--- src/rtl/if_fetch_unit_if.sv ---
// Instruction-memory bus between the fetch stage and instruction memory.
// master = fetch side (drives requests), slave = memory side (drives responses).
//   req_valid/req_addr : fetch request, word-aligned 64-bit address
//   req_ready          : memory accepts the request this cycle
//   rsp_valid/rsp_data : in-order 32-bit instruction response
interface if_fetch_unit_if;
    logic        req_valid;
    logic [63:0] req_addr;
    logic        req_ready;
    logic        rsp_valid;
    logic [31:0] rsp_data;

    modport master (
        output req_valid,
        output req_addr,
        input  req_ready,
        input  rsp_valid,
        input  rsp_data
    );

    modport slave (
        input  req_valid,
        input  req_addr,
        output req_ready,
        output rsp_valid,
        output rsp_data
    );
endinterface

--- src/rtl/if_fetch_unit.sv ---
// Instruction fetch stage: PC generation, credit-limited fetch requests,
// prefetch FIFO of in-order responses, redirect with stale-response drop.
// Ports:
//   clk, rst (async, active low)
//   imem         : if_fetch_unit_if.master, request/response bus
//   jump_en_i    : redirect from ex, jump_addr_i target
//   hold_i       : downstream stall, head is not popped
//   inst_o, inst_addr_o, inst_valid_o : FIFO head to if_id
//   misalign_o   : only with IFU_MISALIGN_TRAP_EN, pulses on a misaligned
//                  redirect; the stage then halts until an aligned redirect
// Optional feature macro: IFU_MISALIGN_TRAP_EN
module if_fetch_unit #(
    parameter logic [63:0] RESET_PC        = 64'h8000_0000,
    parameter int          FIFO_DEPTH      = 4,
    parameter int          MAX_OUTSTANDING = 2
) (
    input  logic         clk,
    input  logic         rst,
    if_fetch_unit_if.master imem,
    input  logic         jump_en_i,
    input  logic [63:0]  jump_addr_i,
    input  logic         hold_i,
    output logic [31:0]  inst_o,
    output logic [63:0]  inst_addr_o,
    output logic         inst_valid_o
`ifdef IFU_MISALIGN_TRAP_EN
    ,
    output logic         misalign_o
`endif
);

    localparam int PW = $clog2(FIFO_DEPTH);
    localparam int CW = $clog2(FIFO_DEPTH + 1) + 1;
    localparam logic [31:0] NOP = 32'h0000_0013;

    typedef logic [CW-1:0] cnt_t;
    typedef logic [PW-1:0] ptr_t;

    localparam cnt_t DEPTH_C = cnt_t'(FIFO_DEPTH);
    localparam cnt_t MAX_C   = cnt_t'(MAX_OUTSTANDING);

    typedef enum logic [1:0] {
        S_BOOT,
        S_RUN
`ifdef IFU_MISALIGN_TRAP_EN
        ,
        S_HALT
`endif
    } state_t;

    state_t      r_state;
    state_t      w_state_nxt;

    logic [63:0] r_fetch_pc;
    logic [63:0] r_rsp_pc;
    cnt_t        r_count;
    cnt_t        r_out;
    cnt_t        r_drop;
    ptr_t        r_wptr;
    ptr_t        r_rptr;

    logic [31:0] r_fifo_inst [FIFO_DEPTH];
    logic [63:0] r_fifo_addr [FIFO_DEPTH];

    logic [63:0] w_jaddr;
    logic        w_empty;
    logic        w_full;
    cnt_t        w_credit;
    logic        w_can_issue;
    logic        w_req_valid;
    logic        w_hs;
    logic        w_rsp;
    logic        w_push;
    logic        w_pop;
    logic        w_drop;
    cnt_t        w_out_nxt;

`ifdef IFU_MISALIGN_TRAP_EN
    logic        r_misalign;
    logic        w_misal;

    assign w_jaddr = jump_addr_i;
    assign w_misal = jump_en_i && (jump_addr_i[1:0] != 2'b00);
    assign misalign_o = r_misalign;
`else
    logic        w_unused_lo;

    // Low target bits are ignored: the target is forced word aligned.
    assign w_jaddr     = {jump_addr_i[63:2], 2'b00};
    assign w_unused_lo = ^jump_addr_i[1:0];
`endif

    assign w_empty = (r_count == '0);
    assign w_full  = (r_count == DEPTH_C);

    // FIFO slots already claimed: buffered entries plus live requests.
    // Requests that will be dropped do not need a slot.
    assign w_credit    = r_count + r_out - r_drop;
    assign w_can_issue = (r_out < MAX_C) && (w_credit < DEPTH_C);

    assign w_hs   = w_req_valid && imem.req_ready;
    assign w_rsp  = imem.rsp_valid;
    assign w_drop = w_rsp && (r_drop != '0);
    assign w_push = w_rsp && (r_drop == '0) && !jump_en_i;
    assign w_pop  = !w_empty && !hold_i && !jump_en_i;

    assign w_out_nxt = r_out + cnt_t'(w_hs) - cnt_t'(w_rsp);

    assign imem.req_valid = w_req_valid;
    assign imem.req_addr  = r_fetch_pc;

    assign inst_valid_o = !w_empty;
    assign inst_o       = w_empty ? NOP   : r_fifo_inst[r_rptr];
    assign inst_addr_o  = w_empty ? '0    : r_fifo_addr[r_rptr];

    always_ff @(posedge clk or negedge rst) begin
        if (!rst) begin
            r_state <= S_BOOT;
        end else begin
            r_state <= w_state_nxt;
        end
    end

    always_comb begin
        w_state_nxt = r_state;
        w_req_valid = 1'b0;
        unique case (r_state)
            S_BOOT: begin
                w_state_nxt = S_RUN;
            end
            S_RUN: begin
                w_req_valid = w_can_issue && !jump_en_i;
            end
`ifdef IFU_MISALIGN_TRAP_EN
            S_HALT: begin
                w_state_nxt = S_HALT;
            end
`endif
            default: begin
                w_state_nxt = S_BOOT;
            end
        endcase
        if (jump_en_i) begin
`ifdef IFU_MISALIGN_TRAP_EN
            w_state_nxt = w_misal ? S_HALT : S_RUN;
`else
            w_state_nxt = S_RUN;
`endif
        end
    end

    always_ff @(posedge clk or negedge rst) begin
        if (!rst) begin
            r_fetch_pc <= RESET_PC;
            r_rsp_pc   <= RESET_PC;
            r_count    <= '0;
            r_out      <= '0;
            r_drop     <= '0;
            r_wptr     <= '0;
            r_rptr     <= '0;
        end else begin
            r_out <= w_out_nxt;
            if (jump_en_i) begin
                r_fetch_pc <= w_jaddr;
                r_rsp_pc   <= w_jaddr;
                r_count    <= '0;
                r_wptr     <= '0;
                r_rptr     <= '0;
                // Everything still in flight after this cycle is stale.
                r_drop     <= w_out_nxt;
            end else begin
                if (w_hs) begin
                    r_fetch_pc <= r_fetch_pc + 64'd4;
                end
                if (w_push) begin
                    r_rsp_pc <= r_rsp_pc + 64'd4;
                    r_wptr   <= r_wptr + ptr_t'(1);
                end
                if (w_pop) begin
                    r_rptr <= r_rptr + ptr_t'(1);
                end
                r_count <= r_count + cnt_t'(w_push) - cnt_t'(w_pop);
                if (w_drop) begin
                    r_drop <= r_drop - cnt_t'(1);
                end
            end
        end
    end

    always_ff @(posedge clk) begin
        if (w_push) begin
            r_fifo_inst[r_wptr] <= imem.rsp_data;
            r_fifo_addr[r_wptr] <= r_rsp_pc;
        end
    end

`ifdef IFU_MISALIGN_TRAP_EN
    always_ff @(posedge clk or negedge rst) begin
        if (!rst) begin
            r_misalign <= 1'b0;
        end else begin
            r_misalign <= w_misal;
        end
    end
`endif

`ifndef SYNTHESIS
    always_ff @(posedge clk) begin
        if (rst) begin
            assert (!(w_rsp && (r_out == '0)))
                else $error("imem response with nothing outstanding");
            assert (!(w_push && w_full))
                else $error("prefetch FIFO overflow");
        end
    end
`endif

endmodule

--- src/flat_wrapper.sv ---
// flat-port wrapper written by rule: the top's interface ports become plain ports
module if_fetch_unit_flat 
#(
    parameter logic [63:0] RESET_PC        = 64'h8000_0000,
    parameter int          FIFO_DEPTH      = 4,
    parameter int          MAX_OUTSTANDING = 2
)
  (clk, rst, jump_en_i, jump_addr_i, hold_i, inst_o, inst_addr_o, inst_valid_o, imem_req_valid, imem_req_addr, imem_req_ready, imem_rsp_valid, imem_rsp_data);
  if_fetch_unit_if imem_i ();
  input  logic clk;
  input  logic rst;
  input  logic jump_en_i;
  input  logic [63:0] jump_addr_i;
  input  logic hold_i;
  output logic [31:0] inst_o;
  output logic [63:0] inst_addr_o;
  output logic inst_valid_o;
  output wire logic [$bits(imem_i.req_valid)-1:0] imem_req_valid;
  output wire logic [$bits(imem_i.req_addr)-1:0] imem_req_addr;
  input wire logic [$bits(imem_i.req_ready)-1:0] imem_req_ready;
  input wire logic [$bits(imem_i.rsp_valid)-1:0] imem_rsp_valid;
  input wire logic [$bits(imem_i.rsp_data)-1:0] imem_rsp_data;
  assign imem_req_valid = imem_i.req_valid;
  assign imem_req_addr = imem_i.req_addr;
  assign imem_i.req_ready = imem_req_ready;
  assign imem_i.rsp_valid = imem_rsp_valid;
  assign imem_i.rsp_data = imem_rsp_data;
  if_fetch_unit #(.RESET_PC(RESET_PC), .FIFO_DEPTH(FIFO_DEPTH), .MAX_OUTSTANDING(MAX_OUTSTANDING)) u_core (.clk(clk), .rst(rst), .imem(imem_i), .jump_en_i(jump_en_i), .jump_addr_i(jump_addr_i), .hold_i(hold_i), .inst_o(inst_o), .inst_addr_o(inst_addr_o), .inst_valid_o(inst_valid_o));
endmodule
--- config.mk ---
export PLATFORM = sky130hd
export DESIGN_NAME = if_fetch_unit_flat
export DESIGN_NICKNAME = d
export VERILOG_FILES = /design/src/rtl/if_fetch_unit_if.sv /design/src/rtl/if_fetch_unit.sv /design/src/flat_wrapper.sv
export SDC_FILE = /design/constraint.sdc
export NUM_CORES = 1
export LEC_CHECK = 0
export CORE_MARGIN = 4
export CORE_UTILIZATION = 61
export CTS_BUF_LIST = sky130_fd_sc_hd__clkbuf_16
export DETAILED_ROUTE_END_ITERATION = 10
export HOLD_SLACK_MARGIN = 0.02
export PLACE_DENSITY = 0.88
export SLEW_MARGIN = 10
export SYNTH_ARGS = -nofsm -noshare
export SYNTH_HDL_FRONTEND = slang
export SYNTH_SLANG_ARGS = --single-unit
export TNS_END_PERCENT = 100
--- constraint.sdc ---
create_clock -name clk -period 6.55 [get_ports clk]
set_input_delay 1.31 -clock clk [delete_from_list [all_inputs] [get_ports clk]]
set_output_delay 1.31 -clock clk [all_outputs]
set_load 0.02 [all_outputs]
==> qor.yml, run 1 <==
status: "finished clean"
p_leak_nw: 9.58
ctsHoldBuffers: 0
route.detailed.drc: 0
dieArea_um2: 40700
max_cap_violations: 0
via_per_inst: 6.33
syn_area_per_cell_um2: 15.0
r2r-start: "u_core.r_out[1]$_DFF_PN0_"
hp-start: "u_core.imem.req_addr[49]$_DFFE_PN0P_"
worst_slew_pin_slew_ns: 1.04
grt_max_degree: 86
async_flop_share_pct: 27.3
dp_cells: 2195
fillers: 2120
core.rowCount: 70
ctsHtreeMaxLevel: 2
io_buffers: 257
first_pass_iters: 6
reg2reg_slack_ns: 2.47
period_minus_slack_ns: 4.90
synth_edf_count: 376
fin_tns_setup_ns: 0
ys.flop_type: "edfxtp_1"
p_per_area_nw_per_um2: 361
relSlewSlack_pct: 30.3
fin_hold_ws_ns: 0.552
drv_slew: 0
grt_pass1_vias: 14600
yosys.area.top_type_share_pct: 49.3
hold_violations: 0
finalNonFillerCells: 2293
synth_top_cell_by_area: "edfxtp_1"
hpwl_um: 37000
path_cells: "inv_1 -> fa_1 -> inv_1 -> ha_1 -> and3b_1 -> nor2_1 -> and3_1 -> or2_2 -> clkdlybuf4s50_1"
rsz0062_at_grt: "false"
crit_fanout: 10
synthSimpleGateAreaFrac_pct: 10.7
peakVddDrop_mv: 0.199
worstReg2RegEnd: "u_core.r_drop[2]$_DFFE_PN0P_"
seqCellArea_um2: 14800
slowest_delay_ns: 0.61
multiInputGateArea_um2: 7580
cts.sinks: 517
drt_iter0_markers: 1539
route.met2.wl_um: 28100
gp_congestion: 0.941
whs_path_depth: 1
cp-end-kind: "output pin"
dr_wl_met3_um: 4870
cts_root_buf: "clkbuf_16"
cts_resized: 0
grt_pass1_wl_um: 88100
muxShareOfSynthArea_pct: 11.8
clockBufferDepth: 3
initial_utilization_pct: 62.2
cts_buffers: 51
die_y_um: 202
die_w_um: 202
slowest_stage: "clkdlybuf4s50_1"
ant_nets: 0
setup_viol: 0
yosysSeqAreaShare_pct: 64.8
postSynthCellCount: 1522
timing.fmax_mhz: 204
critPathKind: "reg -> out"
synth-seq-cells: 517
skew_ns: 0.00959
synth_top_family_by_area: "multiplexers"
synth_warnings: 0
crit_path_start_kind: "flop"
crit_arrival_ns: 3.59
clk_latency_ns: 0.59
synth_fa_ha_area_share_pct: 1.50
synthTopCellsByArea: "edfxtp_1, dfrtp_1, mux4_2"
cp_common_cell: "inv_1"
total_power_w: 0.0100
routed.top_layer: "met4"
cts_tree: "yes"
min_to: "u_core.imem.req_addr[49]$_DFFE_PN0P_"
grt_antenna_before_repair: 2
pin_count: 264
wl_um: 57000
grt.overflow.total: 0
finalCoreUtilization_pct: 75.3
path_delay_family: "simple AND/OR/NAND/NOR gates"
grt_usage_pct: 28.0
clkTransAtPathRegs_ns: 0.06
reg2reg_depth: 15
synth_compound_area_share_pct: 5.08
wire_per_inst_um: 24.9
num_vias: 14500
synth_area_um2: 22900
wl_met1_um: 22200
core_area_um2: 36800
hold_path_class: "reg -> reg"
period_share_pct: 74.8
cts_setup_buffers: 0
yosysUniqueCellTypes: 70
drive_gt1_share_pct: 15.6
syn2layout_area_growth_pct: 21.0
final_net_count: 1907
crit_buf_inv: 3
critPathRequiredTime_ns: 5.24
synth-xor-area-share_pct: 3.79
-- power by group --
| group | switching (W) | total (W) | internal [W] |
|---|---|---|---|
| Combinational | 0.00155 | 0.00299 | 0.00145 |
| Clock | 0.00124 | 0.00304 | 0.00180 |
| Sequential | 0.000279 | 0.00398 | 0.00370 |
| Total | 0.00307 | 0.0100 | 0.00694 |
-- per-stage QoR --
stage / worst slack (ns) / area, µm²
final: 1.65 / 27700
after global routing: 1.50 / 27700
after CTS: 1.66 / 27700
after detailed placement: 1.91 / 25900
after global placement: 1.97 / 25900
after floorplan: 2.02 / 22900
-- synth_stat cells, drive strengths merged, types with 3 or more instances --
| master | n |
|---|---|
| a211oi | 6 |
| edfxtp | 376 |
| nor2 | 45 |
| mux2 | 50 |
| nand4 | 29 |
| a21o | 10 |
| nor2b | 97 |
| buf | 30 |
| o2111ai | 6 |
| or3 | 8 |
| ha | 21 |
| o31a | 17 |
| a31oi | 4 |
| a2111oi | 8 |
| nand3 | 54 |
| a21oi | 16 |
| or2 | 6 |
| nand2 | 97 |
| dfrtp | 139 |
| nand4bb | 3 |
| mux4 | 94 |
| mux2i | 3 |
| o31ai | 7 |
| and4 | 10 |
| inv | 53 |
| o211ai | 5 |
| and2 | 11 |
| fa | 4 |
| o21ai | 61 |
| and3 | 20 |
| clkbuf | 45 |
| xnor2 | 56 |
| a21boi | 21 |
| nor3 | 26 |
| nor4 | 11 |
| or4 | 5 |
| xor2 | 43 |
-- kinds of logic (layout without fill, tap and decap cells) --
family | count (synthesis) | in the layout
compound gates | 169 | 169
xor+xnor | 99 | 99
fa+ha+maj | 25 | 25
buf+inv | 128 | 426
flops | 517 | 517
mux | 147 | 147
other cells | 2 | 7
simple gates | 435 | 435
-- cell usage in the layout (no fill, tap or decap), types with 52 or more instances in the layout --
cell and count:
clkdlybuf4s50_1 255, clkbuf_16 52, xnor2_1 56, mux4_2 94, o21ai_0 56, nor2b_1 97, edfxtp_1 376, inv_1 63
nand3_1 52, dfrtp_1 137, nand2_1 97
-- state kept, by name, summed over array words and instances (netlist names) --
name	flops
u_core.r_drop	4
u_core.r_fifo_addr	248
u_core.imem.req_addr	62
u_core.r_wptr	2
u_core.r_out	4
u_core.r_rptr	2
u_core.r_rsp_pc	62
u_core.r_state	1
u_core.r_fifo_inst	128
u_core.r_count	4
-- how the worst max path moves through the flow --
stage / start / end / slack, ns / cells after the start
final: u_core.r_out[1]$_DFF_PN0_ / imem_req_valid / 1.65 / 9
after detailed placement: jump_en_i / imem_req_valid / 1.91 / 6
after global routing: u_core.r_out[1]$_DFF_PN0_ / imem_req_valid / 1.50 / 9
after floorplan: jump_en_i / u_core.r_fifo_addr[0][10]$_DFFE_PP_ / 2.02 / 4
after CTS: u_core.r_out[1]$_DFF_PN0_ / imem_req_valid / 1.66 / 9
after global placement: jump_en_i / imem_req_valid / 1.97 / 6
-- worst register-to-register path, stage by stage (launching register included) --
cell	delay [ns]
dfrtp_1	0.44
inv_1	0.12
fa_1	0.52
inv_1	0.05
ha_1	0.28
and3b_1	0.21
o211ai_1	0.11
a21oi_2	0.45
o21ai_2	0.12
inv_1	0.60
ha_1	0.30
inv_1	0.06
fa_1	0.37
xnor2_1	0.21
nand2_1	0.08
o21ai_0	0.09
-- final cells by class --
class / instances / share of cell area [%]
Antenna cell: 2 / 0.0181
Clock buffer: 52 / 4.70
Clock inverter: 44 / 1.64
Inverter: 53 / 0.718
Multi-Input combinational cell: 880 / 27.4
Sequential cell: 517 / 53.5
Tap cell: 468 / 2.11
Timing Repair Buffer: 277 / 9.91
-- layer usage --
layer,GRT usage (%),up-vias
li1,-,6284
met1,39.4,7335
met2,44.9,764
met3,5.50,121
met4,9.13,0
met5,0,-
(Power assumes the default switching activity.)
==> run 2, diff against run 1 <==
- CORE_UTILIZATION: 61 -> 56
- PLACE_DENSITY: 0.88 -> 0.82
- clock period: 6.55 -> 4.8 ns (I/O delays scaled with it)
==> run 2 against run 1 <==
Non-clock buffer count rose by 10. Cell area rose by 0.26%. Via count fell by 0.94%. Total power rose by 34%. Flip-flop and latch count did not move. Global-route usage fell by 2.6 points. Setup slack got worse by 1.4 ns. Count of clock-buffer cells in the layout fell by 2. Core utilization fell by 6.0 points. Clock power rose by 28%. Critical endpoint unchanged. Sequential share of layout area fell by 0.14 points. Die area rose by 8.6%.
==> qor.yml, run 2 (synthesis results as in run 1) <==
status: "finished clean"
crit_path_start_kind: "flop"
cts_buffers: 50  # -2.0%
reg_top3: "u_core.r_fifo_addr (248), u_core.r_fifo_inst (128)"
insertedDiodeCount: 0  # -2
mostFrequentLayoutCells: "edfxtp_1, clkdlybuf4s50_1, dfrtp_1"
cts_setup_buffers: 0  # unchanged
gp_congestion: 0.925  # -1.7%
reg2reg_depth: 11  # -4
crit_fanout: 10  # unchanged
dieArea_um2: 44200  # +8.6%
hpwl_um: 37800  # +2.2%
crit_arrival_ns: 3.57  # -0.02 ns
cts_root_buf: "clkbuf_16"
setup_viol: 0  # unchanged
cp-end-kind: "output pin"
largest_register_ffs: 248  # unchanged
clk_latency_ns: 0.57  # -0.02 ns
r2r-start: "u_core.r_out[1]$_DFF_PN0_"
clkTransAtPathRegs_ns: 0.06  # about the same
reg2reg_slack_ns: 1.05  # -1.42 ns
layout_commonest_cell: "edfxtp_1"
clockBufferDepth: 3  # unchanged
cts.sinks: 517  # unchanged
core_area_um2: 40100  # +9.0%
p_per_area_nw_per_um2: 485  # +34%
critPathKind: "reg -> out"
worstReg2RegEnd: "u_core.imem.req_addr[29]$_DFFE_PN0P_"
grt.overflow.total: 0  # unchanged
ctsHtreeMaxLevel: 2  # unchanged
rsz0062_at_grt: "false"
ctsHoldBuffers: 0  # unchanged
fin_tns_setup_ns: 0  # unchanged
period_share_pct: 94.3
final_net_count: 1916  # +0.47%
max_cap_violations: 0  # unchanged
relSlewSlack_pct: 23.7  # -6.6 points
route.detailed.drc: 0  # unchanged
die_y_um: 210  # +4.2%
drive_gt1_share_pct: 15.8  # +0.21 points
die_w_um: 210  # +4.2%
grt_pass1_vias: 14400  # -1.2%
ant_nets: 0  # unchanged
grt_usage_pct: 25.4  # -2.6 points
syn2layout_area_growth_pct: 21.4
critPathRequiredTime_ns: 3.84  # -1.40 ns
grt_pass1_wl_um: 86900  # -1.4%
wire_per_inst_um: 24.1  # -3.0%
timing.fmax_mhz: 221
period_minus_slack_ns: 4.53
via_per_inst: 6.10  # -3.6%
hold_path_class: "in -> async"
worst_slew_pin_slew_ns: 1.13  # +0.0974 ns
grt_antenna_before_repair: 2  # unchanged
core.rowCount: 73  # +4.3%
io_buffers: 257  # unchanged
cts_tree: "yes"
skew_ns: 0.0133  # +0.00369 ns
initial_utilization_pct: 57.1  # -5.1 points
num_vias: 14400  # -0.94%
first_pass_iters: 5  # -1
pin_count: 264  # unchanged
peakVddDrop_mv: 0.342  # +72%
drv_slew: 0  # unchanged
hold_violations: 0  # unchanged
drt_iter0_markers: 1514  # -1.6%
regMostFlops: "u_core.r_fifo_addr"
grt_max_degree: 107  # +24%
fillers: 2582  # +22%
cts_resized: 0  # unchanged
p_leak_nw: 9.59  # about the same
wl_um: 56800  # -0.35%
finalCoreUtilization_pct: 69.3  # -6.0 points
[run 2: cell count changes in the layout (fill, tap and decap cells not counted), sizes merged]
cell,delta
buf,+10
clkbuf,-2
inv,+3
diode,-2
bufinv,-3
[run 2: cell type report]
| class | instances | area (µm²) | area share, % |
|---|---|---|---|
| sequential | 517 | 14800 | 53.4 |
| multi-input combinational | 880 | 7580 | 27.3 |
| timing repair buffer | 287 | 2870 | 10.3 |
| clock buffer | 50 | 1250 | 4.51 |
| tap | 525 | 657 | 2.37 |
| clock inverter | 44 | 384 | 1.38 |
| inverter | 53 | 199 | 0.716 |
[run 2: worst max-delay path, stage by stage, from the launching register on]
cell and delay (ns):
dfrtp_1 0.45, inv_1 0.12, fa_1 0.51, inv_1 0.04
ha_1 0.28, and3b_1 0.22, o211ai_1 0.11, a21oi_2 0.44
or2_2 0.22, clkdlybuf4s50_1 0.61
[run 2: report_power, final]
group,switching (W),internal (W)
Clock,0.00167,0.00223
Combinational,0.00213,0.00202
Sequential,0.000361,0.00505
[run 2: worst max path at each step]
stage                     slack, ns  depth (start not counted)                 startpoint                                  end
final                          0.27                          9  u_core.r_out[1]$_DFF_PN0_                       imem_req_valid
after global routing           0.13                          9  u_core.r_out[1]$_DFF_PN0_                       imem_req_valid
after CTS                      0.28                          9  u_core.r_out[1]$_DFF_PN0_                       imem_req_valid
after detailed placement       0.91                          9  u_core.r_out[1]$_DFF_PN0_                       imem_req_valid
after global placement         0.98                          9  u_core.r_out[1]$_DFF_PN0_                       imem_req_valid
after floorplan                0.62                          4                  jump_en_i  u_core.r_fifo_addr[0][10]$_DFFE_PP_
[run 2: routing by layer]
layer	up-vias	routed length (µm)	global-route usage (%)
li1	6282	-	-
met1	7324	22900	36.2
met2	660	27600	40.4
met3	98	4970	5.89
met4	4	1340	6.44
met5	-	27	0
[run 2: stage by stage]
step	hold slack, ns	instances	area (µm²)	total power [W]	worst slack [ns]
after floorplan	0.494	1525	22900	0.00786	0.616
after global placement	0.542	2262	26100	0.00958	0.984
after detailed placement	0.547	2262	26100	0.00967	0.909
after CTS	0.559	2356	27800	0.0136	0.277
after global routing	0.590	2356	27800	0.0140	0.125
final	0.529	2356	27800	0.0135	0.273
